==> src/rtl/shared_stage_scheduler_pkg.sv <==
// shared_stage_scheduler_pkg: scheduler state type and index-width helper
package shared_stage_scheduler_pkg;

    typedef enum logic [1:0] {
        IDLE = 2'd0,
        RUN  = 2'd1,
        RESP = 2'd2
    } sched_state_e;

    function automatic int idx_width(input int n);
        return n > 1 ? $clog2(n) : 1;
    endfunction

endpackage

==> src/rtl/shared_stage_scheduler_if.sv <==
// shared_stage_scheduler_if: requester/response handshake bundle of the shared-stage scheduler
interface shared_stage_scheduler_if
    import shared_stage_scheduler_pkg::*;
#(
    parameter int NUM_REQ = 4,
    parameter int SEL_W   = idx_width(NUM_REQ)
);
    logic [NUM_REQ-1:0] req_valid;
    logic [NUM_REQ-1:0] req_ready;
    logic [NUM_REQ-1:0] rsp_valid;
    logic [NUM_REQ-1:0] rsp_ready;
    logic [SEL_W-1:0]   op_sel;
    logic               unit_start;
    logic               capture_en;
    logic               flush;
    logic               busy;

    modport master (
        input  req_valid, rsp_ready, flush,
        output req_ready, op_sel, unit_start, capture_en, rsp_valid, busy
    );

    modport slave (
        output req_valid, rsp_ready, flush,
        input  req_ready, op_sel, unit_start, capture_en, rsp_valid, busy
    );
endinterface

==> src/rtl/shared_stage_scheduler_rr_arbiter.sv <==
// shared_stage_scheduler_rr_arbiter: round-robin pick of the first valid requester at or after ptr
module shared_stage_scheduler_rr_arbiter #(
    parameter int NUM_REQ = 4,
    parameter int SEL_W   = 2
) (
    input  logic [NUM_REQ-1:0] req,
    input  logic [SEL_W-1:0]   ptr,
    output logic [NUM_REQ-1:0] gnt,
    output logic [SEL_W-1:0]   idx,
    output logic               any_valid
);
    logic [NUM_REQ-1:0] rot;
    int                 off;

    // rotate so bit 0 is the pointer position, then take the lowest set offset
    always_comb begin
        rot = NUM_REQ'({req, req} >> ptr);
        off = 0;
        for (int k = NUM_REQ - 1; k >= 0; k--)
            if (rot[SEL_W'(k)]) off = k;
        idx       = SEL_W'((int'(ptr) + off) % NUM_REQ);
        any_valid = |req;
        gnt       = '0;
        if (any_valid) gnt[idx] = 1'b1;
    end
endmodule

==> src/rtl/shared_stage_scheduler.sv <==
// shared_stage_scheduler: round-robin sharing of one fixed-latency, non-pipelined unit
module shared_stage_scheduler
    import shared_stage_scheduler_pkg::*;
#(
    parameter int NUM_REQ = 4,
    parameter int LATENCY = 7
) (
    input logic                     clk,
    input logic                     rst,
    shared_stage_scheduler_if.master bus
);
    localparam int SEL_W = idx_width(NUM_REQ);
    localparam int CNT_W = idx_width(LATENCY + 1);

    sched_state_e       state, state_n;
    logic [SEL_W-1:0]   owner, rr_ptr, win;
    logic [CNT_W-1:0]   count;
    logic [NUM_REQ-1:0] win_oh;
    logic               any_req, in_resp, rsp_hs, grant, done;

    shared_stage_scheduler_rr_arbiter #(.NUM_REQ(NUM_REQ), .SEL_W(SEL_W)) u_arb (
        .req       (bus.req_valid),
        .ptr       (rr_ptr),
        .gnt       (win_oh),
        .idx       (win),
        .any_valid (any_req)
    );

    // next state and outputs; flush masks every strobe and forces IDLE
    always_comb begin
        in_resp        = state == RESP && !bus.flush;
        rsp_hs         = in_resp && bus.rsp_ready[owner];
        grant          = !bus.flush && any_req && (state == IDLE || rsp_hs);
        done           = state == RUN && !bus.flush && count == CNT_W'(LATENCY);
        state_n        = bus.flush ? IDLE : grant ? RUN : done ? RESP : rsp_hs ? IDLE : state;
        bus.req_ready  = grant ? win_oh : '0;
        bus.unit_start = grant;
        bus.op_sel     = grant ? win : owner;
        bus.capture_en = done;
        bus.busy       = state != IDLE;
        bus.rsp_valid  = '0;
        if (in_resp) bus.rsp_valid[owner] = 1'b1;
    end

    // state, owner, round-robin pointer and latency counter
    always_ff @(posedge clk) begin
        if (rst) begin
            state  <= IDLE;
            rr_ptr <= '0;
            owner  <= '0;
            count  <= '0;
        end else begin
            state <= state_n;
            if (grant) begin
                owner  <= win;
                rr_ptr <= (win == SEL_W'(NUM_REQ - 1)) ? '0 : win + 1'b1;
                count  <= CNT_W'(1);
            end else if (done || bus.flush) begin
                count <= '0;
            end else if (state == RUN) begin
                count <= count + 1'b1;
            end
        end
    end
endmodule

==> src/flat_wrapper.sv <==
// flat-port wrapper written by rule: the top's interface ports become plain ports
module shared_stage_scheduler_flat import shared_stage_scheduler_pkg::*;
#(
    parameter int NUM_REQ = 4,
    parameter int LATENCY = 7
)
  (clk, rst, bus_req_valid, bus_rsp_ready, bus_flush, bus_req_ready, bus_op_sel, bus_unit_start, bus_capture_en, bus_rsp_valid, bus_busy);
  shared_stage_scheduler_if #(.NUM_REQ(NUM_REQ)) bus_i ();
  input logic clk;
  input logic rst;
  input wire logic [$bits(bus_i.req_valid)-1:0] bus_req_valid;
  input wire logic [$bits(bus_i.rsp_ready)-1:0] bus_rsp_ready;
  input wire logic [$bits(bus_i.flush)-1:0] bus_flush;
  output wire logic [$bits(bus_i.req_ready)-1:0] bus_req_ready;
  output wire logic [$bits(bus_i.op_sel)-1:0] bus_op_sel;
  output wire logic [$bits(bus_i.unit_start)-1:0] bus_unit_start;
  output wire logic [$bits(bus_i.capture_en)-1:0] bus_capture_en;
  output wire logic [$bits(bus_i.rsp_valid)-1:0] bus_rsp_valid;
  output wire logic [$bits(bus_i.busy)-1:0] bus_busy;
  assign bus_i.req_valid = bus_req_valid;
  assign bus_i.rsp_ready = bus_rsp_ready;
  assign bus_i.flush = bus_flush;
  assign bus_req_ready = bus_i.req_ready;
  assign bus_op_sel = bus_i.op_sel;
  assign bus_unit_start = bus_i.unit_start;
  assign bus_capture_en = bus_i.capture_en;
  assign bus_rsp_valid = bus_i.rsp_valid;
  assign bus_busy = bus_i.busy;
  shared_stage_scheduler #(.NUM_REQ(NUM_REQ), .LATENCY(LATENCY)) u_core (.clk(clk), .rst(rst), .bus(bus_i));
endmodule
==> config.mk <==
export PLATFORM = sky130hd
export DESIGN_NAME = shared_stage_scheduler_flat
export DESIGN_NICKNAME = d
export VERILOG_FILES = /design/src/rtl/shared_stage_scheduler_pkg.sv /design/src/rtl/shared_stage_scheduler_if.sv /design/src/rtl/shared_stage_scheduler_rr_arbiter.sv /design/src/rtl/shared_stage_scheduler.sv /design/src/flat_wrapper.sv
export SDC_FILE = /design/constraint.sdc
export NUM_CORES = 1
export LEC_CHECK = 0
export CAP_MARGIN = 20
export CORE_MARGIN = 8
export CORE_UTILIZATION = 45
export DETAILED_ROUTE_END_ITERATION = 7
export PLACE_DENSITY = 0.86
export REMOVE_ABC_BUFFERS = 1
export SYNTH_ARGS = -nofsm -noshare
export SYNTH_HDL_FRONTEND = slang
export SYNTH_SLANG_ARGS = --single-unit
==> constraint.sdc <==
create_clock -name clk -period 3.55 [get_ports clk]
set_clock_uncertainty 0.15 [all_clocks]
set_input_delay 0.71 -clock clk [delete_from_list [all_inputs] [get_ports clk]]
set_output_delay 0.71 -clock clk [all_outputs]
set_load 0.01 [all_outputs]
==> results.md, run 1 <==
- Crit start category: input port
- TritonRoute pass-1 iters: 4
- Critical path class: input port to primary output
- Worst-Margin Slew: 0.381 ns
- ANT cells: 0
- Part of the cycle the worst path needs: 0.980
- Vias: 699
- Crit path max fanout: 4
- Largest net degree at the start of global routing: 11
- Mux share of post-synthesis cell area: 0.0906
- Switching share of power: 0.345
- Final #Nets: 122
- Top FF cell, synth: dfxtp_1
- Slew HR: 0.745
- Hpwl dp: 1410 µm
- Clock Path Buffers: 2
- Worst Setup Slack, final: 0.0706 ns
- Final Hold Fails: 0
- Pwr Total: 0.000355 W
- Main combinational cell family by area after synthesis: simple AND/OR/NAND/NOR gates
- Compound-Gate Fraction of Synth Area: 0.159
- CTS root buf: clkbuf_4
- Detailed Route WL: 1870 µm
- CTS tree: done
- Commonest non-fill, non-tap cell in the layout: clkdlybuf4s50_1
- Post-synth EDFFs: 0
- Die Y: 53.6 µm
- CP endpoint kind: primary output
- Async set-or-reset flop fraction in the synthesized netlist: 0
- Max IR drop VDD: 0.201 mV
- Initial core utilization: 0.482
- Cell Area, Placed: 911 µm²
- DR iter-0 viols: 13
- Lkg Pwr: 0.403 nW
- Vias in the first global route: 674
- Initial antenna violation count: 0
- Flop pwr share: 0.352
- Setup Viol. Count Final: 0
- Simple-gate share of the synthesized area: 0.327
- Comb power frac: 0.411
- Seq/Total Area, Yosys: 0.283
- Worst endpoint required time: 2.69 ns
- Final Cell Area: 946 µm²
- Max-cap viol count: 0
- Cells after synthesis: 75
- Adder-cell share of the synthesized area: 0.0787
- Antenna Nets Post-Route: 0
- Total grt overflow: 0
- Post-synth cell types: 33
- RSZ-0062 raised after global routing: false
- Commonest non-fill, non-tap cells in the layout: clkdlybuf4s50_1 (17), a21oi_1 (9), dfxtp_1 (9), buf_4 (6), nor3_1 (5)
- CORE AREA: 0.00132 mm²
- Die W: 53.6 µm
- Synth warn: 0
- Post-synthesis sequential element count: 9
- Tot GR Track Use: 0.138
- Clk slew on worst S/H paths: 0.06 ns
- Part of the power in the clock network: 0.237
- Pre-CTS WS: -0.236 ns
- Slew Viols, Final: 0
- Clock Sinks: 9
- Ports: 24
- Cell row count: 13
- Clock Latency Late Sink: 0.27 ns
- Xor/xnor cell area share of the yosys netlist: 0.0138
- Syn_area_per_cell: 8.47 µm²
- Port bufs: 23
- Status: finished, final reports clean
- Total CTS buffers: 3
- Utilization after layout: 0.718
- Hold crit path type: flip-flop to flip-flop
- DR WL/cell: 15.5 µm
- # DRC: 0
- Final Wtd Congestion: 0.812
- Tmin final: 3.48 ns
- PD cells: 376 mW/mm²
- DIE AREA: 0.00287 mm²
- Vias per cell: 5.78
- First-pass GRT wire length: 2900 µm
- Cell-internal power: 0.000233 W
- Psw: 0.000123 W
- P&R area growth vs syn: 48.8%
- Layout cell share with drive strength beyond 1: 0.198
- Worst EP arrival: 2.62 ns
- Fill count: 115
- Synth Cell Area: 636 µm²
- H-tree depth: 1
- Achievable Freq: 287 MHz
==> synth_stat cells (3+ instances only) <==
| library cell | count | area share |
|---|---|---|
| or2_2 | 3 | 0.030 |
| nor3b_1 | 3 | 0.035 |
| nand2_1 | 3 | 0.018 |
| nor3_1 | 5 | 0.039 |
| dfxtp_1 | 9 | 0.28 |
| ha_1 | 4 | 0.079 |
| inv_1 | 4 | 0.024 |
| nor2_1 | 3 | 0.018 |
| o21ai_0 | 3 | 0.024 |
| a21oi_1 | 9 | 0.071 |
==> per-stage QoR <==
step | hold WS [ns] | setup TNS [ns] | cells
floorplan | 0.319 | 0 | 73
global placement | 0.344 | -0.538 | 116
detailed placement | 0.363 | -0.880 | 116
CTS | 0.372 | 0 | 120
global route | 0.413 | 0 | 121
finish | 0.370 | 0 | 121
==> critical path, cell delays in order <==
cell	delay, ns
clkdlybuf4s50_1	0.45
or4_4	0.56
o211a_1	0.16
nand2_2	0.09
inv_2	0.05
buf_4	0.14
clkdlybuf4s50_1	0.47
==> cells by family (layout without fill, tap and decap cells) <==
logic type	Yosys count	after routing
adder cells (fa/ha/maj)	4	4
buffers and inverters	7	38
multiplexers	4	4
AO/OA/AOI/OAI	17	17
flip-flops	9	9
AND/OR/NAND/NOR	33	33
XOR/XNOR	1	1
==> power groups by stage <==
stage,Sequential (W),Clock [W],Combinational [W]
floorplan,0.000121,0,0.0000755
global placement,0.000124,0,0.000139
detailed placement,0.000125,0,0.000143
CTS,0.000124,0.0000864,0.000144
global route,0.000126,0.0000921,0.000160
finish,0.000125,0.0000841,0.000146
==> metal layers <==
| metal | GRT usage | share of wire | vias up |
|---|---|---|---|
| met5 | 0 | 0 | - |
| met4 | 0.122 | 0.038 | 0 |
| met3 | 0.0220 | 0.068 | 7 |
| met2 | 0.229 | 0.47 | 28 |
| met1 | 0.148 | 0.42 | 319 |
| li1 | - | - | 345 |
==> area by class of cell <==
| class | count | area, µm² | share of cell area |
|---|---|---|---|
| flip-flops and latches | 9 | 180 | 0.190 |
| inverters | 5 | 18.8 | 0.0198 |
| clock buffers | 4 | 26.3 | 0.0278 |
| multi-input cells | 59 | 434 | 0.459 |
| repair buffers | 29 | 268 | 0.283 |
| well taps | 15 | 18.8 | 0.0198 |
==> path summary, 6_finish.rpt <==
kind | start | to | slack (ns) | cells after the start
max | bus_req_valid[3] | bus_unit_start | 0.07 | 7
min | u_core.count[1] | u_core.count[1] | 0.37 | 2
max reg2reg | u_core.rr_ptr[0] | u_core.rr_ptr[0] | 1.09 | 8
min reg2reg | u_core.count[1] | u_core.count[1] | 0.37 | 2
==> sequential cells by signal, summed over array words and instances (netlist names) <==
register       count
u_core.count       3
u_core.owner       2
u_core.rr_ptr      2
u_core.state       2
==> what timing repair did <==
item                                    CTS  global route
hold buffers                              0             0
endpoints found under the setup margin    6             2
resized for setup                         7             4
buffers inserted                          0             1
cloned                                    0             0
Note: power is estimated with default switching activity, not from simulation.
==> inputs of run 2 (changes only) <==
--- a/config.mk
+++ b/config.mk
@@ -11,6 +11,7 @@
 export DETAILED_ROUTE_END_ITERATION = 7
 export PLACE_DENSITY = 0.86
 export REMOVE_ABC_BUFFERS = 1
+export SETUP_SLACK_MARGIN = 0.1
 export SYNTH_ARGS = -nofsm -noshare
 export SYNTH_HDL_FRONTEND = slang
 export SYNTH_SLANG_ARGS = --single-unit
==> run 2 against run 1 <==
  * Global-route usage is the same
  * Final area is 1.1% lower
  * Count of clock-buffer cells in the layout is the same
  * Critical endpoint is now bus_req_ready[1]
  * Largest power group unchanged
==> results.md, run 2 (synthesized netlist as in run 1, its figures left out) <==
- ANT cells: 0
- Reg2reg start: u_core.rr_ptr[0]
- Reg2reg path depth: 8
- Final Wtd Congestion: 0.812
- Hpwl dp: 1410 µm
- Hold Path Cell Cnt: 2
- Clk slew on worst S/H paths: 0.06 ns
- Clock Path Buffers: 2
- Hold_ws: 0.371 ns
- CORE AREA: 0.00132 mm²
- Cell row count: 13
- # DRC: 0
- Tot GR Track Use: 0.138
- Clock Sinks: 9
- Multi-input gate area: 434 µm²
- Part of the cycle the worst path needs: 0.953
- DIE AREA: 0.00287 mm²
- First-pass GRT wire length: 2900 µm
- Worst-Margin Slew: 0.367 ns
- HP Start: u_core.count[1]
- Reg with most FFs: u_core.count
- Final Hold Fails: 0
- DR iter-0 viols: 23
- Hold path endpoint: u_core.count[1]
- CTS tree: done
- Antenna Nets Post-Route: 0
- Setup Viol. Count Final: 0
- Setup Buffers After CTS: 0
- Fill count: 118
- Slew HR: 0.755
- RSZ-0062 raised after global routing: false
- Vias in the first global route: 674
- Layout cell share with drive strength beyond 1: 0.200
- Worst endpoint required time: 2.69 ns
- Final #Nets: 121
- Vias per cell: 5.88
- Initial antenna violation count: 0
- CTS Hold Bufs: 0
- Utilization after layout: 0.710
- Total grt overflow: 0
- Max IR drop VDD: 0.191 mV
- Vias: 705
- Hold crit path type: flip-flop to flip-flop
- Detailed Route WL: 1830 µm
- DR WL/cell: 15.2 µm
- Max-cap viol count: 0
- CTS root buf: clkbuf_4
- Initial core utilization: 0.482
- Port bufs: 23
- Total CTS buffers: 3
- Commonest non-fill, non-tap cell in the layout: clkdlybuf4s50_1
- Lkg Pwr: 0.387 nW
- Critical path class: input port to primary output
- Slew Viols, Final: 0
- CP endpoint kind: primary output
- Achievable Freq: 296 MHz
- P&R area growth vs syn: 47.2%
- Reg2reg end: u_core.rr_ptr[0]
- Worst EP arrival: 2.52 ns
- Number of flip-flops in the largest register: 3
- Largest net degree at the start of global routing: 11
- Die W: 53.6 µm
- Clock Latency Late Sink: 0.27 ns
- H-tree depth: 1
- Ports: 24
- TritonRoute pass-1 iters: 4
- Sequential cell area: 180 µm²
- Tmin final: 3.38 ns
- Crit start category: input port
- Worst R2R Setup Slack: 1.09 ns
- Status: finished, final reports clean
- Die Y: 53.6 µm
- PD cells: 376 mW/mm²
- Crit path max fanout: 4
- Commonest non-fill, non-tap cells in the layout: clkdlybuf4s50_1 (16), a21oi_1 (9), dfxtp_1 (9), nor3_1 (5), buf_4 (5)
-- run 2: cell types whose count changed in the layout (fill, tap and decap cells not counted) --
cell / delta
dlygate4sd1_1: +1
dlymetal6s2s_1: -1
buf_4: -1
clkdlybuf4s50_1: -1
clkdlybuf4s15_2: +1
-- run 2: repair_timing --
action,4_1_cts,5_1_grt
gates resized for setup,11,5
pin swaps,0,0
setup endpoints to repair,7,2
-- run 2: report_power, final --
part	total (W)	switching [W]	leakage (nW)	internal, W
clock network	0.0000845	0.0000408	0.0150	0.0000436
registers	0.000125	0.0000141	0.0736	0.000111
logic	0.000143	0.0000665	0.299	0.0000764
total	0.000352	0.000121	0.387	0.000231
-- run 2: per-stage QoR --
step | setup slack, ns | std cells | total power, W | instance area (µm²) | setup TNS (ns)
2_1_floorplan | 0.682 | 73 | 0.000197 | 624 | 0
3_3_place_gp | -0.160 | 116 | 0.000263 | 911 | -0.538
3_5_place_dp | -0.236 | 116 | 0.000268 | 911 | -0.880
4_1_cts | 0.000365 | 120 | 0.000353 | 940 | 0
5_1_grt | 0.101 | 120 | 0.000377 | 936 | 0
6_report | 0.166 | 120 | 0.000352 | 936 | 0
-- run 2: area by class of cell --
| class | count | area share |
|---|---|---|
| repair buffers | 28 | 0.275 |
| well taps | 15 | 0.0201 |
| multi-input cells | 59 | 0.464 |
| clock buffers | 4 | 0.0281 |
| inverters | 5 | 0.0201 |
| flip-flops and latches | 9 | 0.193 |
-- run 2: worst max path at each step --
stage	startpoint	endpoint	slack [ns]	cells past startpoint
finish	bus_req_valid[3]	bus_req_ready[1]	0.17	8
global placement	bus_req_valid[1]	bus_req_ready[3]	-0.16	9
floorplan	bus_req_valid[1]	bus_req_ready[3]	0.68	7
CTS	bus_req_valid[3]	bus_req_ready[3]	0.0004	9
detailed placement	bus_req_valid[1]	bus_req_ready[3]	-0.24	9
global route	bus_req_valid[3]	bus_req_ready[3]	0.10	9
-- run 2: layer usage --
layer	GRT usage	wire, µm	up-vias
met3	0.0220	137	7
met4	0.122	72	0
met5	0	0	-
li1	-	-	342
met2	0.229	869	25
met1	0.148	747	331
-- run 2: worst max-delay path, cell delays in order --
cell and delay, ns:
clkdlybuf4s50_1 0.44, mux4_2 0.50, inv_2 0.08, ha_4 0.12, xnor2_1 0.13, buf_4 0.16
and3_1 0.16, clkdlybuf4s15_2 0.22
==> inputs of run 3 (changes only) <==
--- a/config.mk
+++ b/config.mk
@@ -8,6 +8,7 @@
 export CAP_MARGIN = 20
 export CORE_MARGIN = 8
 export CORE_UTILIZATION = 45
+export CTS_CLUSTER_SIZE = 40
 export DETAILED_ROUTE_END_ITERATION = 7
 export PLACE_DENSITY = 0.86
 export REMOVE_ABC_BUFFERS = 1
==> constraint.sdc (replaced) <==
create_clock -name clk -period 4.3 [get_ports clk]
set_clock_uncertainty 0.15 [all_clocks]
set_input_delay 0.86 -clock clk [delete_from_list [all_inputs] [get_ports clk]]
set_output_delay 0.86 -clock clk [all_outputs]
set_load 0.01 [all_outputs]
==> run 3 against run 2 <==
  * Core utilization down 1.4 points
  * Cell count down 3.3%
  * Clock power down 18%
  * First-iteration DRC count down 48%
  * Power down 20%
  * Critical path type unchanged
==> results.md, run 3 (synthesized netlist as in run 1, its figures left out) <==
- Cell row count: 13
- DR iter-0 viols: 12
- Crit path max fanout: 5
- Final Hold Fails: 0
- Port bufs: 23
- Critical path class: input port to primary output
- Worst Setup Slack, final: 0.258 ns
- Total grt overflow: 0
- Initial antenna violation count: 0
- PD cells: 309 mW/mm²
- Achievable Freq: 247 MHz
- Worst EP arrival: 3.03 ns
- Slew HR: 0.746
- Final Wtd Congestion: 0.793
- CTS root buf: clkbuf_4
- Number of flip-flops in the largest register: 3
- Initial core utilization: 0.482
- Max IR drop VDD: 0.212 mV
- Total CTS buffers: 3
- Tmin final: 4.04 ns
- Die Y: 53.6 µm
- Commonest non-fill, non-tap cells in the layout: clkdlybuf4s50_1 (22), a21oi_1 (9), dfxtp_1 (9), nor3_1 (5)
- Slew Viols, Final: 0
- Clock Sinks: 9
- DR WL/cell: 14.2 µm
- Detailed Route WL: 1650 µm
- Worst-Margin Slew: 0.379 ns
- ANT cells: 0
- DIE AREA: 0.00287 mm²
- Vias per cell: 5.67
- Vias: 658
- HP Start: u_core.rr_ptr[0]
- CTS tree: done
- Die W: 53.6 µm
- Reg2reg start: u_core.rr_ptr[0]
- Status: finished, final reports clean
- Setup Viol. Count Final: 0
- # DRC: 0
- Crit start category: input port
- H-tree depth: 1
- Ports: 24
- Antenna Nets Post-Route: 0
- Clk slew on worst S/H paths: 0.06 ns
- Setup tns final: 0 ns
- Clock Latency Late Sink: 0.27 ns
- TritonRoute pass-1 iters: 4
- Pre-CTS WS: 0.158 ns
- RSZ-0062 raised after global routing: false
- Hold crit path type: flip-flop to flip-flop
- Worst setup path startpoint: bus_req_valid[1]
- Reg with most FFs: u_core.count
- Layout cell share with drive strength beyond 1: 0.129
- CORE AREA: 0.00132 mm²
- Part of the cycle the worst path needs: 0.940
- CP endpoint kind: primary output
- Commonest non-fill, non-tap cell in the layout: clkdlybuf4s50_1
- Clock Path Buffers: 2
- Hpwl dp: 1260 µm
- Final #Nets: 117
- Tot GR Track Use: 0.122
- Max-cap viol count: 0
- Worst endpoint required time: 3.29 ns
- Largest net degree at the start of global routing: 11
- Lkg Pwr: 0.376 nW
- P&R area growth vs syn: 44.3%
- Vias in the first global route: 640
- First-pass GRT wire length: 2670 µm
==> run 3: worst paths after layout <==
| check | endpoint | cells past startpoint | slack (ns) |
|---|---|---|---|
| worst max-delay path | bus_req_ready[0] | 8 | 0.26 |
| worst min-delay path | u_core.rr_ptr[0] | 2 | 0.37 |
| worst max register to register | u_core.rr_ptr[0] | 8 | 1.78 |
| worst min register to register | u_core.rr_ptr[0] | 2 | 0.37 |
==> run 3: critical path, stage by stage <==
cell	delay [ns]
clkdlybuf4s50_1	0.41
mux4_1	0.51
inv_1	0.08
ha_1	0.17
xnor2_2	0.16
inv_1	0.10
nor3_1	0.16
clkdlybuf4s50_1	0.58
==> run 3: report_power, final <==
group | switching, W | total [W] | internal [W]
Combinational | 0.0000518 | 0.000112 | 0.0000605
Sequential | 0.0000104 | 0.000102 | 0.0000913
Clock | 0.0000332 | 0.0000691 | 0.0000359
==> run 3: what timing repair did <==
action / CTS / global route
setup buffers: 0 / 0
gates resized for setup: 0 / 2
setup endpoints to repair: 0 / 2
hold buffers: 0 / 0
==> run 3: per-stage QoR <==
| stage | cells | hold slack (ns) | cell area (µm²) | utilization | total power, W |
|---|---|---|---|---|---|
| after floorplan | 73 | 0.319 | 624 | - | 0.000162 |
| after global placement | 112 | 0.350 | 881 | 0.669 | 0.000210 |
| after detailed placement | 112 | 0.359 | 881 | 0.669 | 0.000211 |
| after CTS | 116 | 0.366 | 907 | 0.689 | 0.000281 |
| after global routing | 116 | 0.392 | 917 | 0.696 | 0.000302 |
| final | 116 | 0.374 | 917 | 0.696 | 0.000283 |
==> run 3: per-layer routing <==
layer / track usage / part of all wire
met5: 0 / 0
met4: 0.0882 / 0.020
met3: 0.0331 / 0.085
met2: 0.189 / 0.46
met1: 0.142 / 0.44
==> run 3: area by class of cell <==
type,count,area (µm²)
clock buffers,4,26.3
fillers,108,400
inverters,5,18.8
multi-input cells,59,433
flip-flops and latches,9,180
well taps,15,18.8
repair buffers,24,240
